[src/rtl/gray_to_bin_pipe.sv]
// gray_to_bin_pipe: two-stage valid/ready pipeline that turns W-bit Gray words
// back into binary.
//
// Optional feature macro: GRAY_STEP_CHECK_EN
//   defined   -> consecutive accepted words are checked for a legal Gray step
//                (at most one bit changes). Illegal steps are flagged on
//                out_step_err and counted in a saturating err_cnt.
//   undefined -> no checker logic is built. out_step_err and err_cnt are 0.
//
// Handshake: a transfer happens on a cycle where valid and ready are both 1.
// S2 loads when it is empty or its word is leaving (out_ready).
// S1 loads when it is empty or S2 is loading.
// in_ready is that S1 load condition, so it is combinational from out_ready
// and forced low while rst is high.
module gray_to_bin_pipe #(
   parameter int W     = 8,
   parameter int CNT_W = 8
) (
   input  logic             clk,
   input  logic             rst,
   input  logic [W-1:0]     in_gray,
   input  logic             in_valid,
   output logic             in_ready,
   output logic [W-1:0]     out_bin,
   output logic             out_valid,
   input  logic             out_ready,
   output logic             out_step_err,
   output logic [CNT_W-1:0] err_cnt
);

   // Pipeline state
   logic         s1_v_q, s1_v_d;
   logic [W-1:0] s1_gray_q, s1_gray_d;
   logic         s2_v_q, s2_v_d;
   logic [W-1:0] s2_bin_q, s2_bin_d;

   // Handshake and datapath helpers
   logic         s1_load;
   logic         s2_load;
   logic         in_fire;
   logic         out_fire;
   logic [W-1:0] s1_bin;

   // Stage load conditions and transfer strobes
   always_comb begin
      s2_load  = !s2_v_q || out_ready;
      s1_load  = !s1_v_q || s2_load;
      in_ready = !rst && s1_load;
      in_fire  = in_valid && in_ready;
      out_fire = s2_v_q && out_ready;
   end

   // Gray to binary: prefix XOR from the MSB down, one cycle
   always_comb begin
      s1_bin        = '0;
      s1_bin[W-1]   = s1_gray_q[W-1];
      for (int i = W - 2; i >= 0; i--) begin
         s1_bin[i] = s1_bin[i+1] ^ s1_gray_q[i];
      end
   end

   // Next-state for both pipeline stages; stages hold while blocked
   always_comb begin
      s1_v_d    = s1_v_q;
      s1_gray_d = s1_gray_q;
      s2_v_d    = s2_v_q;
      s2_bin_d  = s2_bin_q;
      if (s1_load) begin
         s1_v_d = in_fire;
         if (in_fire) begin
            s1_gray_d = in_gray;
         end
      end
      if (s2_load) begin
         s2_v_d = s1_v_q;
         if (s1_v_q) begin
            s2_bin_d = s1_bin;
         end
      end
   end

   // Pipeline registers; reset flushes any in-flight words
   always_ff @(posedge clk) begin
      if (rst) begin
         s1_v_q    <= 1'b0;
         s1_gray_q <= '0;
         s2_v_q    <= 1'b0;
         s2_bin_q  <= '0;
      end else begin
         s1_v_q    <= s1_v_d;
         s1_gray_q <= s1_gray_d;
         s2_v_q    <= s2_v_d;
         s2_bin_q  <= s2_bin_d;
      end
   end

   assign out_bin   = s2_bin_q;
   assign out_valid = s2_v_q;

`ifdef GRAY_STEP_CHECK_EN
   // Step checker state
   logic [W-1:0]     prev_q, prev_d;
   logic             prev_v_q, prev_v_d;
   logic             s1_err_q, s1_err_d;
   logic             s2_err_q, s2_err_d;
   logic [CNT_W-1:0] err_cnt_q, err_cnt_d;
   logic [W-1:0]     step_diff;
   logic             step_bad;

   // More than one differing bit means clearing the lowest set bit of the
   // difference still leaves something set. No prev word -> never illegal.
   always_comb begin
      step_diff = in_gray ^ prev_q;
      step_bad  = prev_v_q && ((step_diff & (step_diff - W'(1))) != '0);
   end

   // Error bit travels with its word; prev follows every accepted word
   always_comb begin
      prev_d    = prev_q;
      prev_v_d  = prev_v_q;
      s1_err_d  = s1_err_q;
      s2_err_d  = s2_err_q;
      err_cnt_d = err_cnt_q;
      if (in_fire) begin
         prev_d   = in_gray;
         prev_v_d = 1'b1;
      end
      if (s1_load) begin
         s1_err_d = in_fire && step_bad;
      end
      if (s2_load) begin
         s2_err_d = s1_v_q && s1_err_q;
      end
      if (out_fire && s2_err_q && (err_cnt_q != '1)) begin
         err_cnt_d = err_cnt_q + CNT_W'(1);
      end
   end

   // Checker registers
   always_ff @(posedge clk) begin
      if (rst) begin
         prev_q    <= '0;
         prev_v_q  <= 1'b0;
         s1_err_q  <= 1'b0;
         s2_err_q  <= 1'b0;
         err_cnt_q <= '0;
      end else begin
         prev_q    <= prev_d;
         prev_v_q  <= prev_v_d;
         s1_err_q  <= s1_err_d;
         s2_err_q  <= s2_err_d;
         err_cnt_q <= err_cnt_d;
      end
   end

   assign out_step_err = s2_err_q;
   assign err_cnt      = err_cnt_q;
`else
   assign out_step_err = 1'b0;
   assign err_cnt      = '0;
`endif

endmodule

[config.mk]
export PLATFORM = sky130hd
export DESIGN_NAME = gray_to_bin_pipe
export DESIGN_NICKNAME = d
export VERILOG_FILES = /design/src/rtl/gray_to_bin_pipe.sv
export SDC_FILE = /design/constraint.sdc
export NUM_CORES = 1
export LEC_CHECK = 0
export ABC_AREA = 1
export BUFFER_PORTS_ARGS = -buffer_cell sky130_fd_sc_hd__buf_2
export CORE_UTILIZATION = 52
export CTS_CLUSTER_SIZE = 30
export DETAILED_ROUTE_END_ITERATION = 16
export PLACE_DENSITY = 0.83
export SYNTH_ARGS = -nofsm -noshare
export SYNTH_HDL_FRONTEND = slang
export SYNTH_SLANG_ARGS = --single-unit
[constraint.sdc]
create_clock -name clk -period 3.75 [get_ports clk]
set_input_delay 0.75 -clock clk [delete_from_list [all_inputs] [get_ports clk]]
set_output_delay 0.75 -clock clk [all_outputs]
set_load 0.02 [all_outputs]
## Word level (Yosys, flattened, before mapping)

Index checks and enable logic that the tools add are counted.

| operators by class | value |
|---|---|
| bitwise operators | 7 |
| reduce and logical (&&, ||, !) cells | 9 |

Operators with widths:

| operator | count |
|---|---|
| $xor A1 B1 Y1 | 7 |
| $reduce_and A2 Y1 | 2 |
| $logic_not A1 Y1 | 3 |
| $logic_and A1 B1 Y1 | 2 |
| $logic_or A1 B1 Y1 | 2 |

| word-level totals | value |
|---|---|
| bits in registers | 18 |
| input port bits | 12 |

## Depth between registers and ports, before layout

Gate-level depths: netlist of the first run.

| logic depth | value |
|---|---|
| depth after elaboration | 7 |
| gate-level depth with buffers | 15 |
| depth with buffers taken out | 15 |

## Worst setup path after synthesis of the first run

OpenSTA, ideal clock, no wires.

| path | value |
|---|---|
| path type | input-to-output |
| from | input out_ready |
| to | output in_ready |
| data arrival time | 1.138 ns |
| data required time | 3.000 ns |
| path slack | 1.862 ns |
| stages on the path | 6 |
| path buffers | 0 |
| cells stage by stage | inv_1 nand2_1 nor2_1 inv_1 nand2_1 inv_1 |

| between the ends | value |
|---|---|
| longest elaborated chain between the ends | 3 |

Ends and longest elaborated chain:

| what | line | source |
|---|---|---|
| start: declaration | 26 | `input logic out_ready,` |
| $logic_or A1 B1 Y1 | 46 | `s2_load = !s2_v_q \|\| out_ready;` |
| $logic_or A1 B1 Y1 | 47 | `s1_load = !s1_v_q \|\| s2_load;` |
| $logic_and A1 B1 Y1 | 48 | `in_ready = !rst && s1_load;` |
| end: declaration | 23 | `output logic in_ready,` |

Every way passes these cells.

## Worst setup path after layout of the first run

| path | value |
|---|---|
| from | input rst |
| to | output in_ready |

| between the ends | value |
|---|---|
| longest elaborated chain between the ends | 2 |

Ends and longest elaborated chain:

| what | line | source |
|---|---|---|
| start: declaration | 20 | `input logic rst,` |
| $logic_not A1 Y1 | 48 |  |
| $logic_and A1 B1 Y1 | 48 |  |

Every way passes these cells.

==> results.cfg, run 1 <==
[final_layout]
synthToLayoutAreaGrowth_pct = 10.20
diodes = 0
filler_cell_count = 130
multiInputGateArea_um2 = 430.4
layout_common_cells = 21 x buf_2, 20 x nand2_1, 19 x inv_1
layout_commonest_cell = buf_2
seqCellArea_um2 = 360.3
nNetsFinal = 152
drive_gt1_share_pct = 28.26

[clocking]
cts.sinks = 18
cts_root_buf = clkbuf_4
post_cts_resized = 0
clk_pin_slew_ns = 0.09
cts_hold_buf = 0
htree_levels = 1
numCtsBuffers = 3
cts_tree = yes
cts_buffer_depth = 2
postCtsSetupRepairBufs = 0
insertion_delay_ns = 0.28

[drt]
drt-initial-drc-count = 26
ant_nets = 0
num_vias = 766
wire_per_inst_um = 11.25
dr.pass1.iters = 6
wl_um = 1733
vias_per_cell = 4.974
drc_errors = 0

[die]
initial_utilization_pct = 58.33
std_cell_rows = 14
die_w_um = 44.06
die_y_um = 44.06
core_um2 = 1577
die-area_um2 = 1941
ios = 31

[sta]
worst_slew_pin_slew_ns = 0.9087
min_period_ns = 2.190
fmax_ghz = 0.4566
fin_crit_sh_pct = 58.40
fin_tns_setup_ns = 0
slew_headroom_pct = 39.20
maxSlewViolCount = 0
hold_viol = 0
rsz0062_at_grt = false
skew_ns = 0.009999
setup_violations = 0

[critical_path]
crit_type = in -> out
worstPathBufferInverterCount = 4
crit_fanout = 14
max_stage_delay_ns = 0.24
critical_path_required_ns = 3.00
cp.arrival_ns = 1.44
cp-start-kind = input pin
crit_chain = buf_2, inv_1, nand2_1, inv_1, buf_2
critPathTopFamily = buffers and inverters
slowest_stage = buf_2
worstSetupEndpointType = primary output

[power_and_ir_drop]
ir_worst_vdd_mv = 0.2768
powerDensity_nw_per_um2 = 407.4
leakage_nw = 0.5379
p_total_mw = 0.4129

[worst_hold_path]
hold_path_class = reg -> reg

[place]
gp_congestion = 0.8525
portBuffers = 21
hpwl_um = 1326

[yosys]
yosys.area.top_type = dfxtp_1
synth.area.top_cells = dfxtp_1 39%, buf_4 8.2%, nand2_1 8.2%, inv_1 7.8%, nand3_2 7.6%
synth_top_area_share_pct = 39.18
synth_seq_cells = 18
syn-cell-area_um2 = 919.6
synth_cell_types = 20
synth-seq-area-share_pct = 39.18
syn_inst = 118
avgSynthCellArea_um2 = 7.793
synth_warnings = 0

[outcome]
status = finished clean

[global_route]
grt_pass1_vias = 750
grt_pass1_wl_um = 2960
use_met2_pct = 33.53
grt_use_total_pct = 20.09
gr-usage-met1_pct = 25.13
grt_max_degree = 17
grt_overflow_total = 0
grt.busiest_layer = met2
met3_usage_pct = 4.082
antenna_found_initial = 0

[run]
cap_violations = 0
-- layout make-up --
cell class              count  area share, %
clock buffers               3          2.222
inverters                  20          7.407
multi-input cells          76          42.47
flip-flops and latches     18          35.56
well taps                  16          1.975
repair buffers             21          10.37
-- cell usage after synthesis --
cell      number
buf_4         10
conb_1         1
o21ai_1        1
nand2_4        3
nand3_2        7
a31oi_1        1
o31ai_1        8
inv_2          1
nor2_1         8
nand2_2        3
o21ai_0        4
a21oi_1        4
nand3_4        1
buf_2          1
o211ai_1       2
dfxtp_1       18
clkbuf_1       1
nand3_1        5
inv_1         19
nand2_1       20
-- path summary, 6_finish.rpt --
check	cells after the start	start	to	slack, ns
worst min register to register	2	s1_v_q$_SDFFE_PP0P_	out_valid$_SDFFE_PP0P_	0.50
worst max register to register	7	out_valid$_SDFFE_PP0P_	s1_gray_q[1]$_SDFFE_PP0P_	2.16
worst max-delay path	5	rst	in_ready	1.56
worst min-delay path	2	s1_v_q$_SDFFE_PP0P_	out_valid$_SDFFE_PP0P_	0.50
-- cell families (layout without fill, tap and decap cells) --
| group | after synthesis | count (layout) | synth area share [%] |
|---|---|---|---|
| AOI/OAI and AO/OA | 20 | 20 | 13.74 |
| buffers and inverters | 32 | 44 | 17.28 |
| DFF | 18 | 18 | 39.18 |
| other | 1 | 9 | 0.4078 |
| and+or+nand+nor | 47 | 47 | 29.39 |
-- tightest hold or removal path, cell delays in order, from the launching register on --
cell,delay (ns)
dfxtp_1,0.33
inv_1,0.07
a21oi_1,0.06
-- where the power goes --
part | total (mW) | internal (mW) | switching, mW
clock network | 0.0903 | 0.0372 | 0.0531
logic | 0.107 | 0.0350 | 0.0717
registers | 0.216 | 0.206 | 0.0103
-- per-layer routing --
metal | part of all wire (%) | up-vias | wire (µm)
li1 | - | 401 | -
met1 | 45 | 343 | 777
met2 | 50 | 20 | 862
met3 | 4.8 | 2 | 83
met4 | 0.58 | 0 | 10
met5 | 0 | - | 0
-- state kept, by name (all words and copies together) (netlist names) --
register and cells:
out_bin 8, out_valid 1, s1_gray_q 8, s1_v_q 1
-- stage by stage --
stage | hold WS, ns | util [%] | area [µm²] | cells | setup WS, ns
3_5_place_dp | 0.4718 | 62.86 | 991.0 | 151 | 1.570
4_1_cts | 0.4924 | 64.29 | 1013 | 154 | 1.571
3_3_place_gp | 0.4606 | 62.86 | 991.0 | 151 | 1.594
2_1_floorplan | 0.4506 | - | 949.7 | 126 | 1.862
5_1_grt | 0.5455 | 64.29 | 1013 | 154 | 1.497
6_report | 0.4956 | 64.29 | 1013 | 154 | 1.560
Note: power is estimated with default switching activity, not from simulation.
==> run 2, diff against run 1 <==
--- a/config.mk
+++ b/config.mk
@@ -7,10 +7,10 @@
 export LEC_CHECK = 0
 export ABC_AREA = 1
 export BUFFER_PORTS_ARGS = -buffer_cell sky130_fd_sc_hd__buf_2
-export CORE_UTILIZATION = 52
+export CORE_UTILIZATION = 48
 export CTS_CLUSTER_SIZE = 30
 export DETAILED_ROUTE_END_ITERATION = 16
-export PLACE_DENSITY = 0.83
+export PLACE_DENSITY = 0.78
 export SYNTH_ARGS = -nofsm -noshare
 export SYNTH_HDL_FRONTEND = slang
 export SYNTH_SLANG_ARGS = --single-unit
==> constraint.sdc (replaced) <==
create_clock -name clk -period 2.1 [get_ports clk]
set_input_delay 0.42 -clock clk [delete_from_list [all_inputs] [get_ports clk]]
set_output_delay 0.42 -clock clk [all_outputs]
set_load 0.02 [all_outputs]
==> run 2 against run 1 <==
  * Clock skew decreased by 0.0025 ns
  * Highest routed layer unchanged
  * Critical path depth up 2
  * Hold slack got worse by 0.19 ns
  * Sequential share of layout area is 1.1 points lower
  * Non-clock buffer count grew 1
  * Clock-buffer cell count up 1
  * Critical endpoint is now s1_gray_q[5]$_SDFFE_PP0P_
  * Clock power increased by 140%
  * Sequential power increased by 78%
  * Flip-flop and latch count unchanged
==> results.cfg, run 2 (synthesized netlist as in run 1, its figures left out) <==
[outcome]
status = finished clean

[worst_hold_path]
hold_start = in_gray[2]
hold_depth = 3
hold_path_class = in -> reg
min_to = s1_gray_q[2]$_SDFFE_PP0P_

[global_route]
grt_pass1_wl_um = 2704
met3_usage_pct = 8.333
grt.busiest_layer = met2
antenna_found_initial = 0
grt_pass1_vias = 655
grt_max_degree = 17
grt_use_total_pct = 18.65
gr-usage-met1_pct = 21.71
use_met2_pct = 30.00
grt_overflow_total = 0

[power_and_ir_drop]
p_seq_share_pct = 48.5
combinationalPowerShare_pct = 24.0
powerDensity_nw_per_um2 = 757.9
switchingPower_mw = 0.2558
p_clk_share_pct = 27.6
ir_worst_vdd_mv = 0.5079
p_total_mw = 0.7928
swShare_pct = 32.27
leakage_nw = 0.5499
intPower_mw = 0.5369

[sta]
worst_slew_pin_slew_ns = 0.8807
maxSlewViolCount = 0
fin_tns_setup_ns = 0
min_period_ns = 1.561
fin_crit_sh_pct = 74.33
fmax_ghz = 0.6407
setup_violations = 0
skew_ns = 0.007481
rsz0062_at_grt = false
hold_viol = 0
setup_ws_ns = 0.5391
slew_headroom_pct = 41.07

[final_layout]
layout_common_cells = 21 x buf_2, 20 x nand2_1, 19 x inv_1
final_area_um2 = 1046
synthToLayoutAreaGrowth_pct = 13.74
layout_commonest_cell = buf_2
seqCellArea_um2 = 360.3
filler_cell_count = 169
diodes = 0
drive_gt1_share_pct = 29.29
multiInputGateArea_um2 = 430.4
nNetsFinal = 153

[critical_path]
critical_path_required_ns = 2.31
cp-start-kind = register
crit_type = reg -> reg
critPathTopFamily = simple AND/OR/NAND/NOR gates
r2r.worst_path.cells = 7
r2r-start = out_valid$_SDFFE_PP0P_
crit_chain = nand2_1, nor2_1, inv_1, nand2_1, nor2_1, nand2_1, o31ai_1
max_stage_delay_ns = 0.67
crit_top_cell = nand2_1
worstSetupEndpointType = register
crit_fanout = 16
reg2reg_slack_ns = 0.54
r2r_end = s1_gray_q[5]$_SDFFE_PP0P_
slowest_stage = nor2_1
cp.arrival_ns = 1.77
worstPathBufferInverterCount = 1

[drt]
wire_per_inst_um = 10.05
num_vias = 757
drc_errors = 0
wl_um = 1658
drt-initial-drc-count = 9
ant_nets = 0
vias_per_cell = 4.588
dr.pass1.iters = 4

[clocking]
cts_tree = yes
cts_root_buf = clkbuf_4
cts_buffer_depth = 2
clk_pin_slew_ns = 0.11
postCtsSetupRepairBufs = 0
cts_hold_buf = 0
post_cts_resized = 0
htree_levels = 1
cts.sinks = 18
numCtsBuffers = 3
insertion_delay_ns = 0.30

[place]
hpwl_um = 1245
place_area_um2 = 1010
portBuffers = 21
dp_slack_ns = 0.3411
gp_congestion = 0.8334

[die]
die_y_um = 45.77
ios = 31
initial_utilization_pct = 52.13
die-area_um2 = 2095
std_cell_rows = 15
die_w_um = 45.77
core_um2 = 1764

[run]
cap_violations = 0
[run 2: changes by cell type in the layout (fill, tap and decap cells not counted)]
cell and delta:
clkbuf_8 +1, buf_4 +1
[run 2: final cells by class]
type | count | share of cell area [%]
Clock buffer | 4 | 3.469
Inverter | 20 | 7.177
Multi-Input combinational cell | 76 | 41.15
Sequential cell | 18 | 34.45
Tap cell | 25 | 2.990
Timing Repair Buffer | 22 | 10.77
[run 2: worst max path at each step]
stage	start	end	slack, ns	cells past startpoint
4_1_cts	out_valid$_SDFFE_PP0P_	s1_gray_q[5]$_SDFFE_PP0P_	0.53	7
3_5_place_dp	out_ready	s1_gray_q[1]$_SDFFE_PP0P_	0.34	9
2_1_floorplan	out_ready	s1_gray_q[3]$_SDFFE_PP0P_	0.73	8
5_1_grt	out_valid$_SDFFE_PP0P_	s1_gray_q[3]$_SDFFE_PP0P_	0.35	7
3_3_place_gp	out_ready	s1_gray_q[6]$_SDFFE_PP0P_	0.34	9
6_report	out_valid$_SDFFE_PP0P_	s1_gray_q[5]$_SDFFE_PP0P_	0.54	7
[run 2: tightest hold or removal path, stage by stage]
cell,delay (ns)
buf_2,0.07
nand2_1,0.04
o31ai_1,0.05
[run 2: power by group through the flow]
stage | registers [mW] | logic, mW | clock network, mW
global route | 0.388 | 0.212 | 0.244
detailed placement | 0.392 | 0.189 | 0
floorplan | 0.406 | 0.144 | 0
global placement | 0.391 | 0.186 | 0
finish | 0.384 | 0.190 | 0.218
CTS | 0.384 | 0.191 | 0.230
[run 2: metrics by stage]
step | hold slack (ns) | utilization (%) | std cells
CTS | 0.2989 | 59.29 | 165
global route | 0.2968 | 59.29 | 165
detailed placement | 0.4718 | 57.23 | 161
finish | 0.3060 | 59.29 | 165
floorplan | 0.4506 | - | 126
global placement | 0.4614 | 57.23 | 161
[run 2: routing by layer]
metal	up-vias	share of wire, %
li1	404	-
met1	328	45
met2	20	49
met3	5	4.8
met4	0	1.2
met5	-	0
